==> config.mk <==
export PLATFORM = sky130hd
export DESIGN_NAME = multicycle_ctrl_seq_flat
export DESIGN_NICKNAME = d
export VERILOG_FILES = /design/src/rtl/multicycle_ctrl_seq_if.sv /design/src/rtl/multicycle_ctrl_seq.sv /design/src/flat_wrapper.sv
export SDC_FILE = /design/constraint.sdc
export NUM_CORES = 1
export LEC_CHECK = 0
export ABC_AREA = 1
export CORE_ASPECT_RATIO = 0.75
export CORE_UTILIZATION = 41
export CTS_CLUSTER_SIZE = 40
export DETAILED_ROUTE_END_ITERATION = 16
export PLACE_DENSITY = 0.66
export SLEW_MARGIN = 10
export SYNTH_ARGS = -nofsm -noshare
export SYNTH_HDL_FRONTEND = slang
export SYNTH_SLANG_ARGS = --single-unit
==> constraint.sdc <==
create_clock -name clk -period 2.7 [get_ports clk]
set_input_delay 0.675 -clock clk [delete_from_list [all_inputs] [get_ports clk]]
set_output_delay 0.675 -clock clk [all_outputs]
set_load 0.03 [all_outputs]
==> src/rtl/multicycle_ctrl_seq_if.sv <==
// Handshake/bus bundle between the multi-cycle sequencer and the datapath.
// The master side drives instruction/flag inputs; the slave (sequencer) drives PC and controls.
interface multicycle_ctrl_seq_if;
   logic        start;
   logic [31:0] ins;
   logic        zero;
   logic [31:0] branch;
   logic [31:0] jTarget;
   logic [31:0] PCin;
   logic        RegWrite;
   logic        ALUSrc;
   logic        MemRead;
   logic        MemWrite;
   logic        Mem2Reg;
   logic [2:0]  op;
   logic        busy;
   logic        done;
   logic        illegal;
   logic [15:0] retired;

   modport master (
      output start, ins, zero, branch, jTarget,
      input  PCin, RegWrite, ALUSrc, MemRead, MemWrite, Mem2Reg, op, busy, done, illegal,
             retired
   );

   modport slave (
      input  start, ins, zero, branch, jTarget,
      output PCin, RegWrite, ALUSrc, MemRead, MemWrite, Mem2Reg, op, busy, done, illegal,
             retired
   );
endinterface

==> src/rtl/multicycle_ctrl_seq.sv <==
// Multi-cycle RISC-V control sequencer: owns the PC and steps FETCH..WB one instruction at a time.
// Optional bne support is enabled by defining MULTICYCLE_CTRL_SEQ_BNE_EN.
module multicycle_ctrl_seq #(
   parameter logic [31:0] RESET_PC = 32'h28
) (
   input logic                 clk,
   input logic                 rst_n,
   multicycle_ctrl_seq_if.slave bus
);

   typedef enum logic [2:0] {
      StIdle, StFetch, StDecode, StExec, StMem, StWb, StHalt
   } state_e;

   typedef enum logic [2:0] {
      ClsAlu, ClsLoad, ClsStore, ClsBeq, ClsBne, ClsJal
   } cls_e;

   state_e      state_q;
   cls_e        cls_q;
   logic [31:0] pc_q, ir_q, npc_q;
   logic [2:0]  op_q;
   logic        alusrc_q, m2r_q, memread_q, memwrite_q, regwrite_q;
   logic        busy_q, done_q, illegal_q;
   logic [15:0] retired_q;

   logic [6:0]  opcode;
   logic [2:0]  funct3;
   logic [6:0]  funct7;
   logic        dec_ok, dec_zero, dec_alusrc, dec_m2r;
   logic [2:0]  dec_op;
   cls_e        dec_cls;
   logic [31:0] npc_exec;

   assign opcode = ir_q[6:0];
   assign funct3 = ir_q[14:12];
   assign funct7 = ir_q[31:25];

   always_comb begin
      dec_ok     = 1'b1;
      dec_zero   = (ir_q == 32'h0);
      dec_op     = 3'b010;
      dec_alusrc = 1'b0;
      dec_m2r    = 1'b0;
      dec_cls    = ClsAlu;
      case (opcode)
         7'h33: begin
            case (funct3)
               3'b000: begin
                  if (funct7 == 7'h00)      dec_op = 3'b010;
                  else if (funct7 == 7'h20) dec_op = 3'b110;
                  else                      dec_ok = 1'b0;
               end
               3'b110:  dec_op = 3'b001;
               3'b111:  dec_op = 3'b000;
               default: dec_ok = 1'b0;
            endcase
         end
         7'h13: begin
            dec_alusrc = 1'b1;
            dec_ok     = (funct3 == 3'b000);
         end
         7'h03: begin
            dec_alusrc = 1'b1;
            dec_m2r    = 1'b1;
            dec_cls    = ClsLoad;
            dec_ok     = (funct3 == 3'b010);
         end
         7'h23: begin
            dec_alusrc = 1'b1;
            dec_cls    = ClsStore;
            dec_ok     = (funct3 == 3'b010);
         end
         7'h63: begin
            dec_op = 3'b110;
            if (funct3 == 3'b000) dec_cls = ClsBeq;
`ifdef MULTICYCLE_CTRL_SEQ_BNE_EN
            else if (funct3 == 3'b001) dec_cls = ClsBne;
`endif
            else dec_ok = 1'b0;
         end
         7'h6F: begin
            dec_alusrc = 1'b1;
            dec_cls    = ClsJal;
         end
         default: dec_ok = 1'b0;
      endcase
   end

   // zero/branch/jTarget are only meaningful at the EXEC exit edge
   always_comb begin
      npc_exec = pc_q + 32'd4;
      case (cls_q)
         ClsBeq:  if (bus.zero)  npc_exec = pc_q + (bus.branch << 2);
         ClsBne:  if (!bus.zero) npc_exec = pc_q + (bus.branch << 2);
         ClsJal:  npc_exec = pc_q + (bus.jTarget << 2);
         default: npc_exec = pc_q + 32'd4;
      endcase
   end

   always_ff @(posedge clk or negedge rst_n) begin
      if (!rst_n) begin
         state_q    <= StIdle;
         cls_q      <= ClsAlu;
         pc_q       <= RESET_PC;
         ir_q       <= '0;
         npc_q      <= '0;
         op_q       <= 3'b010;
         alusrc_q   <= 1'b0;
         m2r_q      <= 1'b0;
         memread_q  <= 1'b0;
         memwrite_q <= 1'b0;
         regwrite_q <= 1'b0;
         busy_q     <= 1'b0;
         done_q     <= 1'b0;
         illegal_q  <= 1'b0;
         retired_q  <= '0;
      end else begin
         unique case (state_q)
            StIdle: begin
               if (bus.start) begin
                  state_q <= StFetch;
                  busy_q  <= 1'b1;
               end
            end
            StFetch: begin
               ir_q    <= bus.ins;
               state_q <= StDecode;
            end
            StDecode: begin
               if (dec_zero || !dec_ok) begin
                  state_q   <= StHalt;
                  busy_q    <= 1'b0;
                  done_q    <= 1'b1;
                  illegal_q <= !dec_zero;
               end else begin
                  state_q  <= StExec;
                  cls_q    <= dec_cls;
                  op_q     <= dec_op;
                  alusrc_q <= dec_alusrc;
                  m2r_q    <= dec_m2r;
               end
            end
            StExec: begin
               npc_q <= npc_exec;
               case (cls_q)
                  ClsLoad: begin
                     state_q   <= StMem;
                     memread_q <= 1'b1;
                  end
                  ClsStore: begin
                     state_q    <= StMem;
                     memwrite_q <= 1'b1;
                  end
                  ClsBeq, ClsBne: begin
                     state_q   <= StFetch;
                     pc_q      <= npc_exec;
                     retired_q <= retired_q + 16'd1;
                  end
                  default: begin
                     state_q    <= StWb;
                     regwrite_q <= 1'b1;
                  end
               endcase
            end
            StMem: begin
               memread_q  <= 1'b0;
               memwrite_q <= 1'b0;
               if (cls_q == ClsLoad) begin
                  state_q    <= StWb;
                  regwrite_q <= 1'b1;
               end else begin
                  state_q   <= StFetch;
                  pc_q      <= npc_q;
                  retired_q <= retired_q + 16'd1;
               end
            end
            StWb: begin
               regwrite_q <= 1'b0;
               state_q    <= StFetch;
               pc_q       <= npc_q;
               retired_q  <= retired_q + 16'd1;
            end
            StHalt: state_q <= StHalt;
            default: state_q <= StIdle;
         endcase
      end
   end

   assign bus.PCin     = pc_q;
   assign bus.RegWrite = regwrite_q;
   assign bus.ALUSrc   = alusrc_q;
   assign bus.MemRead  = memread_q;
   assign bus.MemWrite = memwrite_q;
   assign bus.Mem2Reg  = m2r_q;
   assign bus.op       = op_q;
   assign bus.busy     = busy_q;
   assign bus.done     = done_q;
   assign bus.illegal  = illegal_q;
   assign bus.retired  = retired_q;

endmodule

==> src/flat_wrapper.sv <==
// flat-port wrapper written by rule: the top's interface ports become plain ports
module multicycle_ctrl_seq_flat 
#(
   parameter logic [31:0] RESET_PC = 32'h28
)
  (clk, rst_n, bus_start, bus_ins, bus_zero, bus_branch, bus_jTarget, bus_PCin, bus_RegWrite, bus_ALUSrc, bus_MemRead, bus_MemWrite, bus_Mem2Reg, bus_op, bus_busy, bus_done, bus_illegal, bus_retired);
  multicycle_ctrl_seq_if bus_i ();
  input logic clk;
  input logic rst_n;
  input wire logic [$bits(bus_i.start)-1:0] bus_start;
  input wire logic [$bits(bus_i.ins)-1:0] bus_ins;
  input wire logic [$bits(bus_i.zero)-1:0] bus_zero;
  input wire logic [$bits(bus_i.branch)-1:0] bus_branch;
  input wire logic [$bits(bus_i.jTarget)-1:0] bus_jTarget;
  output wire logic [$bits(bus_i.PCin)-1:0] bus_PCin;
  output wire logic [$bits(bus_i.RegWrite)-1:0] bus_RegWrite;
  output wire logic [$bits(bus_i.ALUSrc)-1:0] bus_ALUSrc;
  output wire logic [$bits(bus_i.MemRead)-1:0] bus_MemRead;
  output wire logic [$bits(bus_i.MemWrite)-1:0] bus_MemWrite;
  output wire logic [$bits(bus_i.Mem2Reg)-1:0] bus_Mem2Reg;
  output wire logic [$bits(bus_i.op)-1:0] bus_op;
  output wire logic [$bits(bus_i.busy)-1:0] bus_busy;
  output wire logic [$bits(bus_i.done)-1:0] bus_done;
  output wire logic [$bits(bus_i.illegal)-1:0] bus_illegal;
  output wire logic [$bits(bus_i.retired)-1:0] bus_retired;
  assign bus_i.start = bus_start;
  assign bus_i.ins = bus_ins;
  assign bus_i.zero = bus_zero;
  assign bus_i.branch = bus_branch;
  assign bus_i.jTarget = bus_jTarget;
  assign bus_PCin = bus_i.PCin;
  assign bus_RegWrite = bus_i.RegWrite;
  assign bus_ALUSrc = bus_i.ALUSrc;
  assign bus_MemRead = bus_i.MemRead;
  assign bus_MemWrite = bus_i.MemWrite;
  assign bus_Mem2Reg = bus_i.Mem2Reg;
  assign bus_op = bus_i.op;
  assign bus_busy = bus_i.busy;
  assign bus_done = bus_i.done;
  assign bus_illegal = bus_i.illegal;
  assign bus_retired = bus_i.retired;
  multicycle_ctrl_seq #(.RESET_PC(RESET_PC)) u_core (.clk(clk), .rst_n(rst_n), .bus(bus_i));
endmodule
==> reports/qor.yml <==
status: "completed"
syn_area_um2: 11320
fp.dieW_um: 193.9
ys_seq_elements: 129
synth_compound_area_share_pct: 9.691
cts-buffers-inserted: 17
num_rows: 52
grt_max_degree: 48
final_area_um2: 15830
layout_common_cells: "nand2_1, inv_1, buf_4"
place_congestion: 1.017
hold_viol_final: 0
drive_gt1_share_pct: 18.84
async_flop_share_pct: 100.0
die_area_um2: 28290
synth_edf_count: 0
clkSlewWorstSetupHoldPaths_ns: 0.06
maxCapViolations: 0
tightest_slew_ns: 0.6682
synth-seq-area-share_pct: 28.54
dpl.hpwl_um: 34210
period_needed_ns: 2.634
layout_commonest_cell: "nand2_1"
diodes: 0
vdd_drop_max_v: 0.0007177
cts_tree: "done"
power_density_nw_per_um2: 1124
start_util_pct: 41.84
critPathLaunchType: "input port"
wl_um: 42280
portBuffers: 154
finalClockSkew_ns: 0.01360
rsz0062_at_grt: "true"
ctsHtreeMaxLevel: 4
fin_nets: 2304
clock_path_buffers: 2
synthCells: 1786
vias: 12854
cts.sinks: 129
hp-class: "input port to async pin"
drc: 0
ant_nets: 0
post-route-period-util_pct: 97.56
die_y_um: 145.9
place_ws_ns: -0.5703
grt_pass1_wl_um: 65090
slew_viol_final: 0
synth_top_family_by_area: "simple AND/OR/NAND/NOR gates"
fin_cells: 2506
coreArea_um2: 27070
fmax_mhz: 379.6
setup_viol: 0
dp.cells: 2470
wl_per_cell_um: 16.87
synth_warnings: 0
grt_antenna_before_repair: 0
syn_nets: 1948
regToRegSetupSlack_ns: 0.18
cts-root-buf: "clkbuf_16"
synthMuxAreaShare_pct: 2.387
synthFlopType: "dfrtp_1"
cellLeakagePower_nw: 8.131
area_delta_synth_final_pct: 39.78
first_pass_iters: 8
ios: 159
num-fill-cells: 2647
cts_hold_buf: 0
synthAdderAreaFrac_pct: 6.983
hold_slack_ns: 0.1985
crit_type: "input port to register"
postSynthAreaPerCell_um2: 6.340
synthSimpleGateAreaFrac_pct: 39.98
relSlewSlack_pct: 55.40
vias_per_cell: 5.129
cp.arrival_ns: 2.93
globalRouteOverflowTotal: 0
critPathMaxFanout: 5
placed_cell_area_um2: 14760
postLayoutSetupSlackWorst_ns: 0.06590
endpoint_kind: "register"
synth_xor_area_share_pct: 2.243
worstPathRequired_ns: 2.99
drt_iter0_drc: 1133
synth_cell_type_count: 51
insertion_delay_ns: 0.41
track_usage_pct: 29.82
totalPowerFinal_mw: 17.79
first_global_vias: 11787
[metal layers]
metal | vias up | share of wire [%] | GRT usage, %
li1 | 6445 | - | -
met3 | 35 | 10 | 9.826
met2 | 501 | 40 | 42.17
met5 | - | 0 | 0
met4 | 0 | 1.3 | 5.040
met1 | 5873 | 48 | 44.11
[registers in the layout, summed over array words and instances, names as in the netlist]
signal and cells:
u_core.bus.MemRead 1, u_core.bus.retired 16, u_core.bus.busy 1, u_core.bus.done 1, u_core.cls_q 3, u_core.bus.ALUSrc 1
u_core.state_q 3, u_core.bus.MemWrite 1, u_core.bus.illegal 1, u_core.bus.RegWrite 1, u_core.bus.Mem2Reg 1, u_core.ir_q 32
u_core.bus.PCin 32, u_core.npc_q 32, u_core.bus.op 3
[stage by stage]
stage / utilization (%) / setup TNS, ns
6_report: 58.48 / 0
5_1_grt: 58.48 / -0.1968
4_1_cts: 57.04 / -0.04597
3_5_place_dp: 54.52 / -15.85
3_3_place_gp: 54.52 / -13.50
2_1_floorplan: - / 0
[final cells by class]
type	count	area, um^2	area share (%)
clock buffer	22	494.2	3.123
clock inverter	10	170.2	1.075
inverter	269	1010	6.379
multi-input combinational	1357	7317	46.23
sequential	129	3233	20.43
tap	351	439.2	2.775
timing repair buffer	368	3164	19.99
[timing repair]
action	in CTS	in global routing
buffers inserted	0	4
pin swaps	0	12
setup endpoints to repair	8	39
resized for setup	4	80
endpoints found under the hold margin	0	0
[power breakdown]
group          total [mW]  switching, mW  internal [mW]
combinational        11.6           6.74           4.86
clock                2.59          0.907           1.68
sequential           3.61          0.856           2.75
[logic make-up after synthesis]
group / Yosys count
and+or+nand+nor: 1049
buffers and inverters: 300
AOI/OAI and AO/OA: 193
DFF: 129
adders and majority gates: 62
xor gates and xnor gates: 29
muxes: 24
[critical path, cell delays in order]
cell and delay, ns:
clkdlybuf4s50_1 0.43, ha_1 0.36, nand2_1 0.11, nor2_1 0.22
nand2_1 0.08, nand2_1 0.16, nand3_1 0.22, nand3_1 0.15
nand2_1 0.05, nand3_1 0.08, nand2_1 0.11, inv_1 0.09
nand3_1 0.08, nand2_1 0.07, nand2_1 0.04
[path summary, 6_finish.rpt]
check / startpoint / endpoint / cells past startpoint
worst max-delay path: bus_branch[3] / u_core.bus.PCin[25]$_DFFE_PN0P_ / 15
worst max register to register: u_core.bus.PCin[12]$_DFFE_PN0P_ / u_core.bus.PCin[24]$_DFFE_PN0P_ / 14
worst min register to register: u_core.bus.done$_DFFE_PN0P_ / u_core.bus.done$_DFFE_PN0P_ / 1
max in group asynchronous: rst_n / u_core.bus.PCin[3]$_DFFE_PN1P_ / 2
min in group clk: u_core.bus.done$_DFFE_PN0P_ / u_core.bus.done$_DFFE_PN0P_ / 1
worst min-delay path: rst_n / u_core.bus.retired[11]$_DFFE_PN0P_ / 1
[synth_stat cells, types with 4 or more instances]
library cell / number / area, um^2
nor3_1: 26 / 130.1
nand4_1: 32 / 200.2
a21o_1: 8 / 60.06
nand2_2: 8 / 50.05
nand3_1: 141 / 705.7
xnor2_1: 9 / 78.83
buf_2: 12 / 60.06
ha_1: 60 / 750.7
o22ai_1: 7 / 43.79
o21ai_0: 50 / 250.2
o221ai_1: 5 / 43.79
nor2_2: 5 / 31.28
xor2_1: 20 / 175.2
o21bai_1: 9 / 67.56
nand3b_1: 8 / 60.06
o211ai_1: 11 / 82.58
mux2_2: 24 / 270.3
clkbuf_1: 13 / 48.80
nor2_4: 6 / 67.56
dfrtp_1: 126 / 3153
or2_2: 7 / 43.79
a21oi_1: 70 / 350.3
a31oi_1: 5 / 31.28
and2_1: 4 / 25.02
nand2_1: 597 / 2241
inv_1: 256 / 960.9
nor4_1: 7 / 43.79
o21ai_1: 19 / 95.09
inv_2: 12 / 45.04
nand3_2: 6 / 60.06
nor2_1: 186 / 698.2
Note: power is estimated with default switching activity, not from simulation.
